==> config.mk <==
export PLATFORM = sky130hd
export DESIGN_NAME = branch_resolve_ctrl_flat
export DESIGN_NICKNAME = d
export VERILOG_FILES = /design/src/rtl/bp_pkg.sv /design/src/rtl/branch_resolve_ctrl_if.sv /design/src/rtl/bp_pred_fifo.sv /design/src/rtl/branch_resolve_ctrl.sv /design/src/flat_wrapper.sv
export SDC_FILE = /design/constraint.sdc
export NUM_CORES = 1
export LEC_CHECK = 0
export CAP_MARGIN = 20
export CORE_ASPECT_RATIO = 1.75
export CORE_UTILIZATION = 55
export DETAILED_ROUTE_END_ITERATION = 10
export GPL_TIMING_DRIVEN = 0
export PLACE_DENSITY = 0.82
export SLEW_MARGIN = 30
export SYNTH_ARGS = -nofsm -noshare
export SYNTH_HDL_FRONTEND = slang
export SYNTH_HIERARCHICAL = 1
export SYNTH_SLANG_ARGS = --single-unit
==> constraint.sdc <==
create_clock -name clk -period 5.7 [get_ports clk]
set_input_delay 1.425 -clock clk [delete_from_list [all_inputs] [get_ports clk]]
set_output_delay 1.425 -clock clk [all_outputs]
set_load 0.02 [all_outputs]
==> src/rtl/bp_pkg.sv <==
// Shared definitions for the branch resolve controller.
//   BP_XLEN / BP_IDX_W : default address and predictor-index widths
//   bp_rec_t           : one in-flight prediction record as captured at FETCH
//   bp_state_e         : update-port scheduler states
//   bp_is_mispredict   : compares a recorded prediction with the EXEC outcome
package bp_pkg;

   localparam int BP_XLEN  = 32;
   localparam int BP_IDX_W = 2;

   typedef struct packed {
      logic [BP_XLEN-1:0]  pc;
      logic                hit;
      logic [BP_IDX_W-1:0] idx;
      logic                pred_taken;
      logic [BP_XLEN-1:0]  pred_target;
   } bp_rec_t;

   typedef enum logic [0:0] {
      ST_IDLE = 1'b0,
      ST_UPD  = 1'b1
   } bp_state_e;

   // The predicted target only matters when the branch was actually taken.
   function automatic logic bp_is_mispredict(input bp_rec_t rec,
                                             input logic taken,
                                             input logic [BP_XLEN-1:0] target);
      return (rec.pred_taken != taken) || (taken && (rec.pred_target != target));
   endfunction

endpackage

==> src/rtl/branch_resolve_ctrl_if.sv <==
// Bundle of every non-clock signal of branch_resolve_ctrl.
//   slave  : the controller side (takes fetch/exec/ready inputs, drives the rest)
//   master : the environment side (fetch unit, EXEC unit, predictor)
// Fetch group  : f_push, f_pc, f_hit, f_idx, f_pred_taken, f_pred_target, q_full
// Exec group   : x_resolve, x_taken, x_target, x_stall
// Redirect     : redirect_valid, redirect_pc, flush
// Table update : upd_valid, upd_alloc, upd_idx, upd_pc, upd_target, upd_taken, upd_ready
// Status       : err_underflow
interface branch_resolve_ctrl_if
   import bp_pkg::*;
#(
   parameter int XLEN  = BP_XLEN,
   parameter int IDX_W = BP_IDX_W
) ();

   logic             f_push;
   logic [XLEN-1:0]  f_pc;
   logic             f_hit;
   logic [IDX_W-1:0] f_idx;
   logic             f_pred_taken;
   logic [XLEN-1:0]  f_pred_target;
   logic             q_full;

   logic             x_resolve;
   logic             x_taken;
   logic [XLEN-1:0]  x_target;
   logic             x_stall;

   logic             redirect_valid;
   logic [XLEN-1:0]  redirect_pc;
   logic             flush;

   logic             upd_valid;
   logic             upd_alloc;
   logic [IDX_W-1:0] upd_idx;
   logic [XLEN-1:0]  upd_pc;
   logic [XLEN-1:0]  upd_target;
   logic             upd_taken;
   logic             upd_ready;

   logic             err_underflow;

   modport slave (
      input  f_push, f_pc, f_hit, f_idx, f_pred_taken, f_pred_target,
      input  x_resolve, x_taken, x_target,
      input  upd_ready,
      output q_full, x_stall,
      output redirect_valid, redirect_pc, flush,
      output upd_valid, upd_alloc, upd_idx, upd_pc, upd_target, upd_taken,
      output err_underflow
   );

   modport master (
      output f_push, f_pc, f_hit, f_idx, f_pred_taken, f_pred_target,
      output x_resolve, x_taken, x_target,
      output upd_ready,
      input  q_full, x_stall,
      input  redirect_valid, redirect_pc, flush,
      input  upd_valid, upd_alloc, upd_idx, upd_pc, upd_target, upd_taken,
      input  err_underflow
   );

endinterface

==> src/rtl/bp_pred_fifo.sv <==
// Show-ahead FIFO of in-flight prediction records.
//   clk, rst_n : clock, asynchronous active-low reset
//   i_push     : write i_rec (ignored when full without a same-cycle pop)
//   i_pop      : drop the head record
//   i_flush    : discard all contents; overrides push and pop
//   i_rec      : record to write
//   o_head     : oldest record, valid whenever !o_empty
//   o_empty    : no records held
//   o_full     : DEPTH records held
module bp_pred_fifo
   import bp_pkg::*;
#(
   parameter int DEPTH = 4
) (
   input  logic    clk,
   input  logic    rst_n,
   input  logic    i_push,
   input  logic    i_pop,
   input  logic    i_flush,
   input  bp_rec_t i_rec,
   output bp_rec_t o_head,
   output logic    o_empty,
   output logic    o_full
);

   localparam int             PTR_W    = $clog2(DEPTH);
   localparam logic [PTR_W:0] FULL_CNT = (PTR_W+1)'(DEPTH);

   bp_rec_t          r_mem [DEPTH];
   logic [PTR_W-1:0] r_wr_ptr;
   logic [PTR_W-1:0] r_rd_ptr;
   logic [PTR_W:0]   r_count;

   logic w_do_pop;
   logic w_do_push;

   assign o_empty = (r_count == '0);
   assign o_full  = (r_count == FULL_CNT);
   // Head must be visible in the resolve cycle, so the read is combinational.
   assign o_head  = r_mem[r_rd_ptr];

   assign w_do_pop  = i_pop && !i_flush && !o_empty;
   // A full queue can still take a record when the head leaves this cycle.
   assign w_do_push = i_push && !i_flush && (!o_full || w_do_pop);

   // Storage carries no reset; pointers and count define what is valid.
   always_ff @(posedge clk) begin
      if (w_do_push) begin
         r_mem[r_wr_ptr] <= i_rec;
      end
   end

   // Pointers are exactly PTR_W bits wide, so increments wrap modulo DEPTH.
   always_ff @(posedge clk or negedge rst_n) begin
      if (!rst_n) begin
         r_wr_ptr <= '0;
         r_rd_ptr <= '0;
         r_count  <= '0;
      end else if (i_flush) begin
         r_wr_ptr <= '0;
         r_rd_ptr <= '0;
         r_count  <= '0;
      end else begin
         if (w_do_push) begin
            r_wr_ptr <= r_wr_ptr + 1'b1;
         end
         if (w_do_pop) begin
            r_rd_ptr <= r_rd_ptr + 1'b1;
         end
         case ({w_do_push, w_do_pop})
            2'b10:   r_count <= r_count + 1'b1;
            2'b01:   r_count <= r_count - 1'b1;
            default: r_count <= r_count;
         endcase
      end
   end

endmodule

==> src/rtl/branch_resolve_ctrl.sv <==
// Branch resolve controller: queues FETCH-stage predictions, matches them in
// order with EXEC outcomes, raises redirect/flush on a mispredict and
// schedules the predictor's single table write port.
//   clk    : clock, all state on the rising edge
//   rst_n  : asynchronous active-low reset
//   bus    : branch_resolve_ctrl_if.slave (fetch, exec, redirect, update, status)
// Record widths come from bp_pkg; XLEN/IDX_W must match the package values.
module branch_resolve_ctrl
   import bp_pkg::*;
#(
   parameter int DEPTH = 4,
   parameter int IDX_W = BP_IDX_W,
   parameter int XLEN  = BP_XLEN
) (
   input logic                  clk,
   input logic                  rst_n,
   branch_resolve_ctrl_if.slave bus
);

   if ((XLEN != BP_XLEN) || (IDX_W != BP_IDX_W) ||
       (DEPTH < 2) || ((DEPTH & (DEPTH - 1)) != 0)) begin : g_bad_cfg
      $error("branch_resolve_ctrl: unsupported DEPTH/XLEN/IDX_W combination");
   end

   bp_rec_t   w_head;
   bp_rec_t   w_push_rec;
   logic      w_empty;
   logic      w_full;
   logic      w_x_stall;
   logic      w_res_acc;
   logic      w_underflow;
   logic      w_mispredict;
   logic      w_push_acc;
   logic [XLEN-1:0] w_redirect_pc;
   bp_state_e w_state_next;

   bp_state_e        r_state;
   logic             r_redirect;
   logic [XLEN-1:0]  r_redirect_pc;
   logic             r_flush;
   logic             r_upd_alloc;
   logic [IDX_W-1:0] r_upd_idx;
   logic [XLEN-1:0]  r_upd_pc;
   logic [XLEN-1:0]  r_upd_target;
   logic             r_upd_taken;
   logic             r_err;

   // ------------------------------------------------------------------
   // Handshake decode
   // ------------------------------------------------------------------
   // The update register is single-entry: a new resolve may only land when
   // the pending write is being taken this very cycle.
   assign w_x_stall    = (r_state == ST_UPD) && !bus.upd_ready;
   assign w_res_acc    = bus.x_resolve && !w_x_stall && !w_empty;
   assign w_underflow  = bus.x_resolve && !w_x_stall && w_empty;
   assign w_mispredict = w_res_acc && bp_is_mispredict(w_head, bus.x_taken, bus.x_target);

   // Records pushed while a mispredict resolves, or while the flush pulse is
   // out, come from the wrong path and are dropped.
   assign w_push_acc = bus.f_push && !w_mispredict && !r_flush &&
                       (!w_full || w_res_acc);

   // Fall-through address wraps naturally at XLEN bits.
   assign w_redirect_pc = bus.x_taken ? bus.x_target : (w_head.pc + XLEN'(4));

   always_comb begin
      w_push_rec             = '0;
      w_push_rec.pc          = bus.f_pc;
      w_push_rec.hit         = bus.f_hit;
      w_push_rec.idx         = bus.f_idx;
      w_push_rec.pred_taken  = bus.f_pred_taken;
      w_push_rec.pred_target = bus.f_pred_target;
   end

   // ------------------------------------------------------------------
   // In-flight queue; a mispredict clears everything younger at once.
   // ------------------------------------------------------------------
   bp_pred_fifo #(
      .DEPTH (DEPTH)
   ) u_fifo (
      .clk     (clk),
      .rst_n   (rst_n),
      .i_push  (w_push_acc),
      .i_pop   (w_res_acc),
      .i_flush (w_mispredict),
      .i_rec   (w_push_rec),
      .o_head  (w_head),
      .o_empty (w_empty),
      .o_full  (w_full)
   );

   // ------------------------------------------------------------------
   // Update-port scheduler
   // ------------------------------------------------------------------
   always_comb begin
      w_state_next = r_state;
      case (r_state)
         ST_IDLE: begin
            if (w_res_acc) begin
               w_state_next = ST_UPD;
            end
         end
         ST_UPD: begin
            // Stay busy when the write retires and another resolve reloads.
            if (bus.upd_ready && !w_res_acc) begin
               w_state_next = ST_IDLE;
            end
         end
         default: w_state_next = ST_IDLE;
      endcase
   end

   always_ff @(posedge clk or negedge rst_n) begin
      if (!rst_n) begin
         r_state      <= ST_IDLE;
         r_upd_alloc  <= 1'b0;
         r_upd_idx    <= '0;
         r_upd_pc     <= '0;
         r_upd_target <= '0;
         r_upd_taken  <= 1'b0;
      end else begin
         r_state <= w_state_next;
         // Accepted resolves only occur when the register is free or
         // retiring, so loading here never disturbs a held request.
         if (w_res_acc) begin
            r_upd_alloc  <= !w_head.hit;
            r_upd_idx    <= w_head.idx;
            r_upd_pc     <= w_head.pc;
            r_upd_target <= bus.x_target;
            r_upd_taken  <= bus.x_taken;
         end
      end
   end

   // ------------------------------------------------------------------
   // Redirect / flush pulse and sticky error
   // ------------------------------------------------------------------
   always_ff @(posedge clk or negedge rst_n) begin
      if (!rst_n) begin
         r_redirect    <= 1'b0;
         r_redirect_pc <= '0;
         r_flush       <= 1'b0;
         r_err         <= 1'b0;
      end else begin
         r_redirect <= w_mispredict;
         r_flush    <= w_mispredict;
         if (w_mispredict) begin
            r_redirect_pc <= w_redirect_pc;
         end
         if (w_underflow) begin
            r_err <= 1'b1;
         end
      end
   end

   // ------------------------------------------------------------------
   // Outputs
   // ------------------------------------------------------------------
   assign bus.q_full         = w_full;
   assign bus.x_stall        = w_x_stall;
   assign bus.redirect_valid = r_redirect;
   assign bus.redirect_pc    = r_redirect_pc;
   assign bus.flush          = r_flush;
   assign bus.upd_valid      = (r_state == ST_UPD);
   assign bus.upd_alloc      = r_upd_alloc;
   assign bus.upd_idx        = r_upd_idx;
   assign bus.upd_pc         = r_upd_pc;
   assign bus.upd_target     = r_upd_target;
   assign bus.upd_taken      = r_upd_taken;
   assign bus.err_underflow  = r_err;

endmodule

==> src/flat_wrapper.sv <==
// flat-port wrapper written by rule: the top's interface ports become plain ports
module branch_resolve_ctrl_flat import bp_pkg::*;
#(
   parameter int DEPTH = 4,
   parameter int IDX_W = BP_IDX_W,
   parameter int XLEN  = BP_XLEN
)
  (clk, rst_n, bus_f_push, bus_f_pc, bus_f_hit, bus_f_idx, bus_f_pred_taken, bus_f_pred_target, bus_x_resolve, bus_x_taken, bus_x_target, bus_upd_ready, bus_q_full, bus_x_stall, bus_redirect_valid, bus_redirect_pc, bus_flush, bus_upd_valid, bus_upd_alloc, bus_upd_idx, bus_upd_pc, bus_upd_target, bus_upd_taken, bus_err_underflow);
  branch_resolve_ctrl_if #(.XLEN(XLEN), .IDX_W(IDX_W)) bus_i ();
  input logic clk;
  input logic rst_n;
  input wire logic [$bits(bus_i.f_push)-1:0] bus_f_push;
  input wire logic [$bits(bus_i.f_pc)-1:0] bus_f_pc;
  input wire logic [$bits(bus_i.f_hit)-1:0] bus_f_hit;
  input wire logic [$bits(bus_i.f_idx)-1:0] bus_f_idx;
  input wire logic [$bits(bus_i.f_pred_taken)-1:0] bus_f_pred_taken;
  input wire logic [$bits(bus_i.f_pred_target)-1:0] bus_f_pred_target;
  input wire logic [$bits(bus_i.x_resolve)-1:0] bus_x_resolve;
  input wire logic [$bits(bus_i.x_taken)-1:0] bus_x_taken;
  input wire logic [$bits(bus_i.x_target)-1:0] bus_x_target;
  input wire logic [$bits(bus_i.upd_ready)-1:0] bus_upd_ready;
  output wire logic [$bits(bus_i.q_full)-1:0] bus_q_full;
  output wire logic [$bits(bus_i.x_stall)-1:0] bus_x_stall;
  output wire logic [$bits(bus_i.redirect_valid)-1:0] bus_redirect_valid;
  output wire logic [$bits(bus_i.redirect_pc)-1:0] bus_redirect_pc;
  output wire logic [$bits(bus_i.flush)-1:0] bus_flush;
  output wire logic [$bits(bus_i.upd_valid)-1:0] bus_upd_valid;
  output wire logic [$bits(bus_i.upd_alloc)-1:0] bus_upd_alloc;
  output wire logic [$bits(bus_i.upd_idx)-1:0] bus_upd_idx;
  output wire logic [$bits(bus_i.upd_pc)-1:0] bus_upd_pc;
  output wire logic [$bits(bus_i.upd_target)-1:0] bus_upd_target;
  output wire logic [$bits(bus_i.upd_taken)-1:0] bus_upd_taken;
  output wire logic [$bits(bus_i.err_underflow)-1:0] bus_err_underflow;
  assign bus_i.f_push = bus_f_push;
  assign bus_i.f_pc = bus_f_pc;
  assign bus_i.f_hit = bus_f_hit;
  assign bus_i.f_idx = bus_f_idx;
  assign bus_i.f_pred_taken = bus_f_pred_taken;
  assign bus_i.f_pred_target = bus_f_pred_target;
  assign bus_i.x_resolve = bus_x_resolve;
  assign bus_i.x_taken = bus_x_taken;
  assign bus_i.x_target = bus_x_target;
  assign bus_i.upd_ready = bus_upd_ready;
  assign bus_q_full = bus_i.q_full;
  assign bus_x_stall = bus_i.x_stall;
  assign bus_redirect_valid = bus_i.redirect_valid;
  assign bus_redirect_pc = bus_i.redirect_pc;
  assign bus_flush = bus_i.flush;
  assign bus_upd_valid = bus_i.upd_valid;
  assign bus_upd_alloc = bus_i.upd_alloc;
  assign bus_upd_idx = bus_i.upd_idx;
  assign bus_upd_pc = bus_i.upd_pc;
  assign bus_upd_target = bus_i.upd_target;
  assign bus_upd_taken = bus_i.upd_taken;
  assign bus_err_underflow = bus_i.err_underflow;
  branch_resolve_ctrl #(.DEPTH(DEPTH), .IDX_W(IDX_W), .XLEN(XLEN)) u_core (.clk(clk), .rst_n(rst_n), .bus(bus_i));
endmodule
==> metrics <==
Die Width 130 microns; post-route cell area 19,500 sq um; CTS Buf Count 31; Max Cap Viol 0; Main synth FF type edfxtp_1; clk sink count 382; RSZ-0062 raised after global routing no; Area Growth Syn to Fin 24.2%; first-pass GRT wire length 56,200 microns; CP Max Fanout 11; top cells by area, synth edfxtp_1, dfrtp_1, mux4_2, nand2_1, xor2_1; layout cells sized above 1 17.2%; Post-synth top cells edfxtp_1, nand2_1, dfrtp_1; Initial Util 56.1%; Yosys warning total 6; Worst Tran Pin Value 0.971 ns; Total GRT Usage 27.0%; Tcrit/Tclk final 90.6%; crit path DAT 5.60 ns; relative slew slack 34.9%; critical path class in -> reg; Post-Syn Area 15,700 sq um; final wirelength 38,200 microns; status completed; Worst VDD drop 0.000342 V; Max Root-Sink Buffers 3; Seq cells post-synth 382; cts repair resizes 0; Worst Hold Class reg -> reg; Post-synth EDFFs 272; Post-Place Cell Area 18,400 sq um; Final Hold Fails 0; row count 81; Worst setup EP type flip-flop; DR vias 9,346; DR WL/cell 23.5 microns; Avg Cell Area, Syn 16.2 sq um; vias in the first global route 9,515; vias per cell 5.75; remaining global-route overflow 0; # port buffers 210; antenna violations before repair 5; Placer Congestion 0.844; setup_tns 0 ns; drt drc 0; sequential fraction of the synthesis area 69.7%; endpoints failing setup 0; crit start category primary input; TritonCTS clock tree built; Lkg Pwr 7.13 nW; post-synth top area share 52.1%; Clk Latency, worst-skew pair 0.58 ns; final worst path period need 5.17 ns; Antenna Nets Post-Route 0; syn nets 1,082; initial drt markers 749; Final Skew 0.0151 ns; layout net count 1,333; Distinct cells, synth 55; async set-or-reset flop fraction in the synthesized netlist 28.8%; HPWL Detailed 26,700 microns; Clock H-tree levels 1; router iterations before antenna repair 5; io pins 212; final setup margin 0.534 ns; Setup Buffers After CTS 0; Final Max Slew Viols 0; core box area 28,000 sq um; Worst-path clk slew 0.07 ns; Critical Path RT 6.14 ns; hold buffer count at CTS 0; Die H 225 microns; fmax 194 MHz; Pwr Total 9.88 mW; Post-Synthesis Cells 970; CTS Root Cell clkbuf_16; count leader, synth edfxtp_1; Layout fillers 1,872; pwr dens 507 nW/um^2; flop2flop setup slack 0.83 ns; DIE AREA 29,200 sq um; Place WS 0.0373 ns; leading area contributor after synthesis edfxtp_1; largest net degree at the start of global routing 74
-- cell families (layout without fill, tap and decap cells) --
logic type               Yosys count  after routing  share of synthesized area, %
XOR/XNOR                          64             64                          3.58
multiplexers                     106            106                          12.7
AO/OA/AOI/OAI                     46             46                          1.96
other                              0              6                             0
flip-flops                       382            382                          69.7
AND/OR/NAND/NOR                  308            308                          8.99
adder cells (fa/ha/maj)            6              6                         0.527
buffers and inverters             58            334                          2.62
-- final cells by class --
type,instances,area (sq um),share of cell area [%]
Sequential cell,382,10900,56.1
Timing Repair Buffer,218,2280,11.7
Clock inverter,17,185,0.951
Tap cell,373,467,2.40
Multi-Input combinational cell,530,4360,22.4
Buffer,50,380,1.95
Inverter,8,30.0,0.154
Clock buffer,41,833,4.28
Antenna cell,6,15.0,0.0771
-- per-stage QoR --
| stage | instances | util [%] | hold WS [ns] |
|---|---|---|---|
| after detailed placement | 1561 | 65.9 | 0.454 |
| final | 1625 | 69.6 | 0.465 |
| after floorplan | 970 | - | 0.504 |
| after CTS | 1619 | 69.6 | 0.471 |
| after global routing | 1624 | 69.6 | 0.478 |
| after global placement | 1553 | 65.2 | 0.449 |
-- path summary, 6_finish.rpt --
check                      cells after the start                               endpoint                                   from
hold / removal                                 1   u_core/bus.err_underflow$_DFFE_PN0P_   u_core/bus.err_underflow$_DFFE_PN0P_
max in group asynchronous                      2  u_core/bus.upd_target[13]$_DFFE_PN0P_                                  rst_n
setup reg to reg                              16   u_core/u_fifo/r_count[2]$_DFFE_PN0P_  u_core/u_fifo/r_rd_ptr[0]$_DFFE_PN0P_
setup / recovery                              14   u_core/u_fifo/r_count[2]$_DFFE_PN0P_                        bus_x_target[1]
hold reg to reg                                1   u_core/bus.err_underflow$_DFFE_PN0P_   u_core/bus.err_underflow$_DFFE_PN0P_
min in group asynchronous                      1      u_core/bus.upd_pc[17]$_DFFE_PN0P_                                  rst_n
-- state kept, by name (all words and copies together), names as in the netlist, 2 cells and up --
signal	cells
u_core/u_fifo/r_mem	272
u_core/u_fifo/r_count	3
u_core/bus.upd_idx	2
u_core/bus.upd_pc	32
u_core/u_fifo/r_wr_ptr	2
u_core/bus.upd_target	32
u_core/bus.redirect_pc	32
u_core/u_fifo/r_rd_ptr	2
-- per-layer routing --
layer  global-route usage [%]  up-vias  wire (microns)
li1                         -     4083               -
met1                     32.3     4710           13300
met2                     47.0      459           20500
met3                     3.56       94            2530
met4                     14.1        0            1820
met5                        0        -               0
-- power breakdown --
| part | total (mW) | internal, mW | switching, mW | leakage, nW |
|---|---|---|---|---|
| Sequential | 3.98 | 3.68 | 0.305 | 3.82 |
| Clock | 2.15 | 1.17 | 0.972 | 0.486 |
| Combinational | 3.75 | 1.70 | 2.05 | 2.83 |
-- cells in the final DEF, fill, tap and decap left out, types with 6 or more instances in the layout --
cell type / instances
edfxtp_1: 272
nand2_1: 236
clkdlybuf4s50_1: 209
dfrtp_1: 110
mux4_2: 68
xor2_1: 58
clkbuf_16: 31
o21ai_0: 29
mux2_2: 28
clkbuf_1: 23
nand3_1: 18
buf_2: 14
buf_12: 13
nand4_1: 9
inv_1: 8
mux2_4: 8
nor2_1: 7
nor4_1: 7
diode_2: 6
xnor2_1: 6
buf_6: 6
-- worst max-delay path: stages --
cell	delay, ns
clkdlybuf4s50_1	0.66
xor2_1	0.28
nor4_1	0.42
nand4_1	0.24
nor3_2	0.19
nor3_2	0.17
buf_6	0.20
a2111oi_4	0.44
clkbuf_4	0.31
nor3_1	0.09
fa_1	0.50
or3b_1	0.42
a32oi_1	0.16
a31oi_1	0.09
Power figures use the tool's default switching activity.
